File: src/rtl/traffic_pkg.sv
// ----------------------------------------------------------------------------
// traffic_pkg
// Shared definitions for the intersection: the light encoding driven by the
// traffic controller and read by the queue sensor, plus a small width helper.
// ----------------------------------------------------------------------------
package traffic_pkg;

    typedef enum logic [1:0] {
        LIGHT_OFF    = 2'b00,
        LIGHT_GREEN  = 2'b01,
        LIGHT_YELLOW = 2'b10,
        LIGHT_RED    = 2'b11
    } light_t;

    // Bits needed to hold values 0..max_val, never less than one bit.
    function automatic int cnt_width(input int max_val);
        return (max_val < 2) ? 1 : $clog2(max_val + 1);
    endfunction

endpackage

File: src/rtl/lane_queue.sv
// ----------------------------------------------------------------------------
// lane_queue
// One street's vehicle queue: arrival counting, timed departures while the
// street is green, sticky overflow flag and the "traffic present" output.
//
// Build option: SENSOR_HOLD_EN adds a hold counter that keeps `present` high
// for HOLD_CYCLES cycles after the queue empties.
//
// Ports:
//   clk      in   system clock, rising edge
//   rst      in   synchronous active-high reset
//   arr      in   arrival pulse, one car per high cycle
//   light    in   this street's light (off is treated like red)
//   present  out  traffic present, driven from registered state only
//   count    out  queue count, saturates at 2^QW-1
//   ovf      out  sticky: an arrival was lost at saturation
// ----------------------------------------------------------------------------
module lane_queue
    import traffic_pkg::*;
#(
    parameter int QW            = 4,
    parameter int DEPART_CYCLES = 3,
    parameter int HOLD_CYCLES   = 2
) (
    input  logic          clk,
    input  logic          rst,
    input  logic          arr,
    input  light_t        light,
    output logic          present,
    output logic [QW-1:0] count,
    output logic          ovf
);

    localparam int             DTW     = cnt_width(DEPART_CYCLES - 1);
    localparam logic [DTW-1:0] DT_LAST = DTW'(DEPART_CYCLES - 1);
    localparam logic [QW-1:0]  CNT_MAX = '1;

    if (DEPART_CYCLES < 1) begin : g_bad_depart
        $error("lane_queue: DEPART_CYCLES must be >= 1");
    end
    if (HOLD_CYCLES < 1) begin : g_bad_hold
        $error("lane_queue: HOLD_CYCLES must be >= 1");
    end

    logic [QW-1:0]  count_q, count_d;
    logic [DTW-1:0] dt_q, dt_d;
    logic           ovf_q, ovf_d;
    logic           nonzero;
    logic           advance;
    logic           depart;

    always_comb begin
        nonzero = (count_q != '0);
        advance = (light == LIGHT_GREEN) && nonzero;
        depart  = advance && (dt_q == DT_LAST);

        // Timer restarts from zero whenever it is not advancing, so any
        // interruption of green costs a full interval on the next green.
        dt_d = '0;
        if (advance && !depart) begin
            dt_d = dt_q + 1'b1;
        end

        count_d = count_q;
        ovf_d   = ovf_q;
        if (arr && !depart) begin
            if (count_q == CNT_MAX) begin
                ovf_d = 1'b1;
            end else begin
                count_d = count_q + 1'b1;
            end
        end else if (!arr && depart) begin
            count_d = count_q - 1'b1;
        end
    end

    always_ff @(posedge clk) begin
        if (rst) begin
            count_q <= '0;
            dt_q    <= '0;
            ovf_q   <= 1'b0;
        end else begin
            count_q <= count_d;
            dt_q    <= dt_d;
            ovf_q   <= ovf_d;
        end
    end

`ifdef SENSOR_HOLD_EN
    localparam int HW = cnt_width(HOLD_CYCLES);

    logic [HW-1:0] hc_q, hc_d;

    always_comb begin
        hc_d = hc_q;
        if (nonzero && (count_d == '0)) begin
            hc_d = HW'(HOLD_CYCLES);          // queue just emptied
        end else if (arr) begin
            hc_d = '0;                        // new car: the count takes over
        end else if (!nonzero && (hc_q != '0)) begin
            hc_d = hc_q - 1'b1;
        end
    end

    always_ff @(posedge clk) begin
        if (rst) begin
            hc_q <= '0;
        end else begin
            hc_q <= hc_d;
        end
    end

    assign present = (count_q != '0) || (hc_q != '0);
`else
    assign present = (count_q != '0);
`endif

    assign count = count_q;
    assign ovf   = ovf_q;

endmodule

File: src/rtl/traffic_queue_sensor.sv
// ----------------------------------------------------------------------------
// traffic_queue_sensor
// Vehicle-detection side of the intersection: turns arrival pulses and the
// controller's light codes into the ta/tb traffic-present inputs. Two
// independent lane_queue instances, one per street; this level is wiring.
//
// Build option: SENSOR_HOLD_EN (post-empty hold on ta/tb, see lane_queue).
//
// Ports:
//   clk, rst        clock, synchronous active-high reset
//   arr_a, arr_b    arrival pulses per street
//   la, lb          light codes: 00 off, 01 green, 10 yellow, 11 red
//   ta, tb          traffic present per street
//   qa, qb          queue counts
//   ovf_a, ovf_b    sticky saturation-loss flags
// ----------------------------------------------------------------------------
module traffic_queue_sensor
    import traffic_pkg::*;
#(
    parameter int QW            = 4,
    parameter int DEPART_CYCLES = 3,
    parameter int HOLD_CYCLES   = 2
) (
    input  logic          clk,
    input  logic          rst,
    input  logic          arr_a,
    input  logic          arr_b,
    input  logic [1:0]    la,
    input  logic [1:0]    lb,
    output logic          ta,
    output logic          tb,
    output logic [QW-1:0] qa,
    output logic [QW-1:0] qb,
    output logic          ovf_a,
    output logic          ovf_b
);

    lane_queue #(
        .QW            (QW),
        .DEPART_CYCLES (DEPART_CYCLES),
        .HOLD_CYCLES   (HOLD_CYCLES)
    ) u_lane_a (
        .clk     (clk),
        .rst     (rst),
        .arr     (arr_a),
        .light   (light_t'(la)),
        .present (ta),
        .count   (qa),
        .ovf     (ovf_a)
    );

    lane_queue #(
        .QW            (QW),
        .DEPART_CYCLES (DEPART_CYCLES),
        .HOLD_CYCLES   (HOLD_CYCLES)
    ) u_lane_b (
        .clk     (clk),
        .rst     (rst),
        .arr     (arr_b),
        .light   (light_t'(lb)),
        .present (tb),
        .count   (qb),
        .ovf     (ovf_b)
    );

endmodule

File: config.mk
export PLATFORM = sky130hd
export DESIGN_NAME = traffic_queue_sensor
export DESIGN_NICKNAME = d
export VERILOG_FILES = /design/src/rtl/traffic_pkg.sv /design/src/rtl/lane_queue.sv /design/src/rtl/traffic_queue_sensor.sv
export SDC_FILE = /design/constraint.sdc
export NUM_CORES = 1
export LEC_CHECK = 0
export ABC_AREA = 1
export BUFFER_PORTS_ARGS = -buffer_cell sky130_fd_sc_hd__buf_2
export CORE_ASPECT_RATIO = 0.9
export CORE_MARGIN = 2
export CORE_UTILIZATION = 48
export CTS_CLUSTER_DIAMETER = 200
export CTS_CLUSTER_SIZE = 30
export DETAILED_ROUTE_END_ITERATION = 10
export GPL_ROUTABILITY_DRIVEN = 1
export HOLD_SLACK_MARGIN = 0.15
export PLACE_DENSITY = 0.72
export SYNTH_ARGS = -nofsm -noshare
export SYNTH_HDL_FRONTEND = slang
export SYNTH_HIERARCHICAL = 1
export SYNTH_SLANG_ARGS = --single-unit
File: constraint.sdc
create_clock -name clk -period 5.34 [get_ports clk]
set_input_delay 0.267 -clock clk [delete_from_list [all_inputs] [get_ports clk]]
set_output_delay 0.267 -clock clk [all_outputs]
set_load 0.005 [all_outputs]
==> results of run 1 <==
-- flip-flops by register name, indices dropped and copies added (netlist names) --
signal and count:
u_lane_a/count 4, u_lane_a/ovf 1, u_lane_b/count 4, u_lane_b/ovf 1, u_lane_a/dt_q 2, u_lane_b/dt_q 2
-- area by class of cell --
class,instances,area [sq um]
sequential,14,280
tap,24,30.0
clock buffer,4,36.3
fill,172,649
multi-input combinational,84,513
timing repair buffer,19,95.1
inverter,16,60.1
-- through the flow --
| step | util (%) | hold WS, ns |
|---|---|---|
| floorplan | - | 0.336 |
| global placement | 58.8 | 0.404 |
| detailed placement | 58.8 | 0.403 |
| CTS | 61.0 | 0.239 |
| global route | 61.0 | 0.248 |
| finish | 61.0 | 0.243 |
-- where the power goes --
part	switching [uW]	internal, uW
Combinational	37.3	28.4
Sequential	9.95	112
Clock	32.8	41.5
Total	80.1	182
-- metal layers --
layer,vias to the layer above,track usage [%],wire [um]
met5,-,0,0
met4,0,8.57,23
met3,4,5.17,51
met2,10,26.1,695
met1,326,22.0,823
li1,411,-,-
-- layout by cell type, fill, tap and decap left out, types with 4 or more instances in the layout --
| cell type | Yosys | layout |
|---|---|---|
| nand2_1 | 12 | 12 |
| nand2_2 | 8 | 8 |
| nand4_1 | 6 | 6 |
| dfxtp_1 | 14 | 14 |
| inv_1 | 14 | 14 |
| nand3_1 | 4 | 4 |
| a21oi_1 | 4 | 4 |
| o21ai_0 | 4 | 4 |
| ha_1 | 6 | 6 |
| nand3_2 | 4 | 4 |
| buf_2 | 0 | 19 |
| nor2_1 | 26 | 26 |
-- logic make-up after synthesis --
family / synth area share (%)
and+or+nand+nor: 38.1
buffers and inverters: 7.04
DFF: 32.8
AOI/OAI and AO/OA: 6.45
adders and majority gates: 13.5
xor gates and xnor gates: 2.05
-- worst paths after layout --
kind / start / endpoint
min: rst / u_lane_a/count[2]
min reg2reg: u_lane_a/dt_q[0] / u_lane_a/dt_q[0]
max: u_lane_b/count[0] / u_lane_b/count[3]
max reg2reg: u_lane_b/count[0] / u_lane_b/count[3]
==> reports/qor.csv, run 1 <==
stage;metric;value;unit
status;status;finished clean;
synthesis;synthTopCellsByCount;26 x nor2_1, 14 x dfxtp_1, 14 x inv_1;
global_route;antenna_found_initial;0;
sta;hold_viol;0;
setup_path;crit_path_frequent_cell;nor2_1;
synthesis;postSynth.asyncResetShare;0;%
clocking;cts_hold_repair.buffers;0;
pwr;ir_drop;0.185;mV
pwr;leakagePower;0.000524;uW
place;placed_cell_area;978;sq um
clocking;root_buffer;clkbuf_4;
setup_path;cp_slowest_cell;dfxtp_1;
sta;clock_skew;0.00203;ns
drt;drc;0;
clocking;htreeDepth;1;
setup_path;worst-setup-path-type;flop to flop;
layout;drive_gt1_share;29.9;%
floorplan;dieArea;2130;sq um
sta;slew_headroom;83.2;%
clocking;cts-resized-gates;0;
layout;stdcell_area;1010;sq um
floorplan;die_h;44;um
drt;drtIter0Drc;16;
sta;setup_slack;3.38;ns
place;portBuffers;19;
place;gp_congestion;0.795;
pwr;powerDensity;258;nW/um^2
setup_path;cp_data_required_time;5.52;ns
synthesis;synth_cell_types;17;
sta;timing.final.max_slew_violations;0;
sta;fmax;511;MHz
sta;fin_crit_sh;36.7;%
floorplan;num_io_pins;20;
floorplan;core-area;1660;sq um
synthesis;seq_area_frac_synth;32.8;%
setup_path;cpPeakStageDelay;0.46;ns
pwr;power;262;uW
synthesis;yosysWarnings;6;
drt;vias;751;
clocking;clk_latency;0.28;ns
synthesis;synthFlopType;dfxtp_1;
worst_hold_path;hold_path_class;input pin to flop;
global_route;grt_pass1_wl;2730;um
floorplan;initial_utilization;51.3;%
global_route;grt_max_degree;9;
layout;nNetsFinal;154;
worst_hold_path;holdPathStages;2;
global_route;gr-total-overflow;0;
floorplan;dieWidth;48.4;um
setup_path;crit_cells;13;
floorplan;rows;14;
sta;rsz0062_at_grt;no;
setup_path;critPathTopFamily;simple AND/OR/NAND/NOR gates;
synthesis;synthesis.nets;130;
synthesis;synthesis.area;853;sq um
clocking;cts_tree;built;
sta;setup_viol;0;
clocking;cts_buffers;3;
synthesis;synth_top_area_cell;dfxtp_1;
layout;diodes;0;
clocking;post_cts_buffers;0;
setup_path;start_kind;flop;
drt;first_pass_iters;5;
synthesis;synth_area_leaders;dfxtp_1 33%, nor2_1 11%, ha_1 8.8%;
setup_path;cp.arrival;2.14;ns
global_route;grt_usage;17.0;%
synthesis;synth_top_area_share;32.8;%
place;dp_slack;3.39;ns
setup_path;crit_path_max_fanout;7;
setup_path;reg2reg_slack;3.38;ns
setup_path;path_buf_inv;0;
layout;final_cells;161;
clocking;clock_path_buffers;2;
synthesis;ys_seq_elements;14;
clocking;cts.sinks;14;
global_route;grt_pass1_vias;649;
sta;tns;0;ns
drt;wl;1590;um
synthesis;synth_edf_count;0;
run;maxCapViolCount;0;
drt;post_drt_via_cell_ratio;4.66;
place;dp_hpwl;1290;um
place;dp.cells;157;
synthesis;syn_avg_cell_area;7.49;sq um
setup_path;crit_path_cell_trace;nor2_1 > nand2_2 > nand3_2 > nand2_2 > ha_1 > nand2_1 > nand2_1 > nor2_1 > nand3_1 > nand2_2 > nor2_2 > nor2_1 > nor2_1;
layout;area_growth;18.9;%
setup_path;worstRegToRegCells;13;
synthesis;synth_most_common_cell;nor2_1;
synthesis;syn_inst;114;
drt;ant_nets;0;
sta;min_period;1.96;ns
clocking;clkSlewWorstSetupHoldPaths;0.08;ns
setup_path;crit_path_end_kind;flop;
drt;wl_per_cell;9.90;um
sta;worstMarginPinSlew;0.251;ns
(Power assumes the default switching activity.)
==> inputs of run 2 (changes only) <==
==> constraint.sdc (replaced) <==
create_clock -name clk -period 2 [get_ports clk]
set_input_delay 0.1 -clock clk [delete_from_list [all_inputs] [get_ports clk]]
set_output_delay 0.1 -clock clk [all_outputs]
set_load 0.005 [all_outputs]
==> reports/qor.csv, run 2 (same netlist as run 1, synthesis figures left out) <==
stage;metric;value;unit
clocking;clk_latency;0.27;ns
pwr;p_clk_share;22.1;%
drt;post_drt_via_cell_ratio;4.88;
drt;first_pass_iters;4;
sta;worstMarginPinSlew;0.240;ns
layout;layout_common_cells;23 x nor2_1, 19 x buf_2, 14 x inv_1;
pwr;power_frac_seq;45.4;%
sta;fmax;555;MHz
sta;timing.final.max_slew_violations;0;
pwr;swShare;32.1;%
drt;vias;824;
floorplan;die_h;44;um
global_route;gr-total-overflow;0;
pwr;leakagePower;0.000564;uW
floorplan;initial_utilization;51.3;%
sta;clock_skew;0.00195;ns
clocking;cts.sinks;14;
sta;tns;0;ns
setup_path;worst-setup-path-type;flop to flop;
place;placed_cell_area;1020;sq um
pwr;powerDensity;619;nW/um^2
drt;wl_per_cell;10.7;um
floorplan;num_io_pins;20;
global_route;grt_usage;18.7;%
floorplan;dieWidth;48.4;um
clocking;clock_path_buffers;2;
clocking;root_buffer;clkbuf_4;
drt;drtIter0Drc;10;
layout;drive_gt1_share;37.2;%
global_route;grt_max_degree;8;
pwr;combPwrFrac;32.5;%
place;gp_congestion;0.847;
layout;post-route-util;67.1;%
clocking;htreeDepth;1;
setup_path;cp_data_required_time;2.22;ns
pwr;internal-power;470;uW
run;maxCapViolCount;0;
layout;final_common_cell;nor2_1;
pwr;ir_drop;0.380;mV
floorplan;dieArea;2130;sq um
layout;stdcell_area;1120;sq um
global_route;antenna_found_initial;0;
global_route;grt_pass1_wl;3030;um
sta;setup_viol;0;
clocking;clkSlewWorstSetupHoldPaths;0.08;ns
place;dp_hpwl;1470;um
setup_path;cp.arrival;2.02;ns
sta;hold_viol;0;
sta;fin_crit_sh;90.0;%
status;status;finished clean;
layout;n_fill_cell;148;
setup_path;crit_path_max_fanout;5;
global_route;grt_pass1_vias;752;
layout;nNetsFinal;163;
setup_path;crit_path_end_kind;flop;
worst_hold_path;hold_path_class;input pin to flop;
drt;ant_nets;0;
sta;rsz0062_at_grt;no;
setup_path;start_kind;flop;
floorplan;core-area;1660;sq um
pwr;p_sw;222;uW
clocking;cts_buffers;3;
sta;min_period;1.80;ns
drt;drc;0;
layout;diodes;0;
place;portBuffers;19;
layout;area_growth;30.9;%
drt;wl;1810;um
clocking;cts_tree;built;
floorplan;rows;14;
sta;slew_headroom;83.9;%
run 2: cell types whose count changed in the layout (fill, tap and decap cells not counted), sizes merged:
cell / before / now
buf: 19 / 26
dlygate4sd3: 0 / 2
clkbuf: 4 / 3
run 2: worst paths after layout:
check | from | end | slack, ns | cells past startpoint
worst max register to register | u_lane_b/dt_q[0] | u_lane_b/count[3] | 0.20 | 13
worst min register to register | u_lane_b/dt_q[0] | u_lane_b/dt_q[0] | 0.41 | 1
worst min-delay path | lb[1] | u_lane_b/dt_q[0] | 0.17 | 4
worst max-delay path | u_lane_b/dt_q[0] | u_lane_b/count[3] | 0.20 | 13
run 2: layout make-up:
cell class / instances / area (sq um) / share of cell area [%]
Multi-Input combinational cell: 84 / 556 / 49.7
Sequential cell: 14 / 282 / 25.2
Timing Repair Buffer: 28 / 168 / 15.0
Inverter: 16 / 60.1 / 5.38
Tap cell: 24 / 30.0 / 2.69
Clock buffer: 3 / 22.5 / 2.02
run 2: per-layer routing:
layer / track usage [%] / vias to the layer above / wire length, um
met5: 0 / - / 0
met1: 22.8 / 381 / 851
li1: - / 425 / -
met2: 31.7 / 18 / 863
met4: 4.00 / 0 / 0
met3: 7.59 / 0 / 94
run 2: metrics by stage:
stage	power (uW)	hold slack, ns	setup slack [ns]	std cells
after floorplan	449	0.169	0.234	114
after global placement	521	0.382	0.132	163
after detailed placement	528	0.374	0.0445	163
after CTS	685	0.163	0.0321	168
after global routing	742	0.203	0.0325	169
final	692	0.169	0.199	169
run 2: critical path, stage by stage (launching register included):
cell	delay [ns]
dfxtp_1	0.33
inv_1	0.04
ha_1	0.23
nand3_2	0.13
nand2_4	0.09
ha_4	0.29
nand2_1	0.05
nor2_1	0.12
nor2_2	0.06
nand3_1	0.12
nand2_2	0.07
nor2_2	0.09
nor2_1	0.04
nor2_1	0.09
run 2: repair_timing:
| item | CTS | global route |
|---|---|---|
| hold buffers | 2 | 0 |
| endpoints found under the hold margin | 4 | 0 |
| resized for setup | 0 | 8 |
| buffers inserted | 0 | 1 |
| endpoints found under the setup margin | 0 | 2 |
run 2: power by group through the flow:
| stage | clock network [uW] | logic [uW] | registers, uW |
|---|---|---|---|
| after CTS | 160 | 212 | 314 |
| final | 153 | 225 | 314 |
| after floorplan | 0 | 120 | 329 |
| after detailed placement | 0 | 207 | 321 |
| after global routing | 172 | 253 | 317 |
| after global placement | 0 | 201 | 320 |
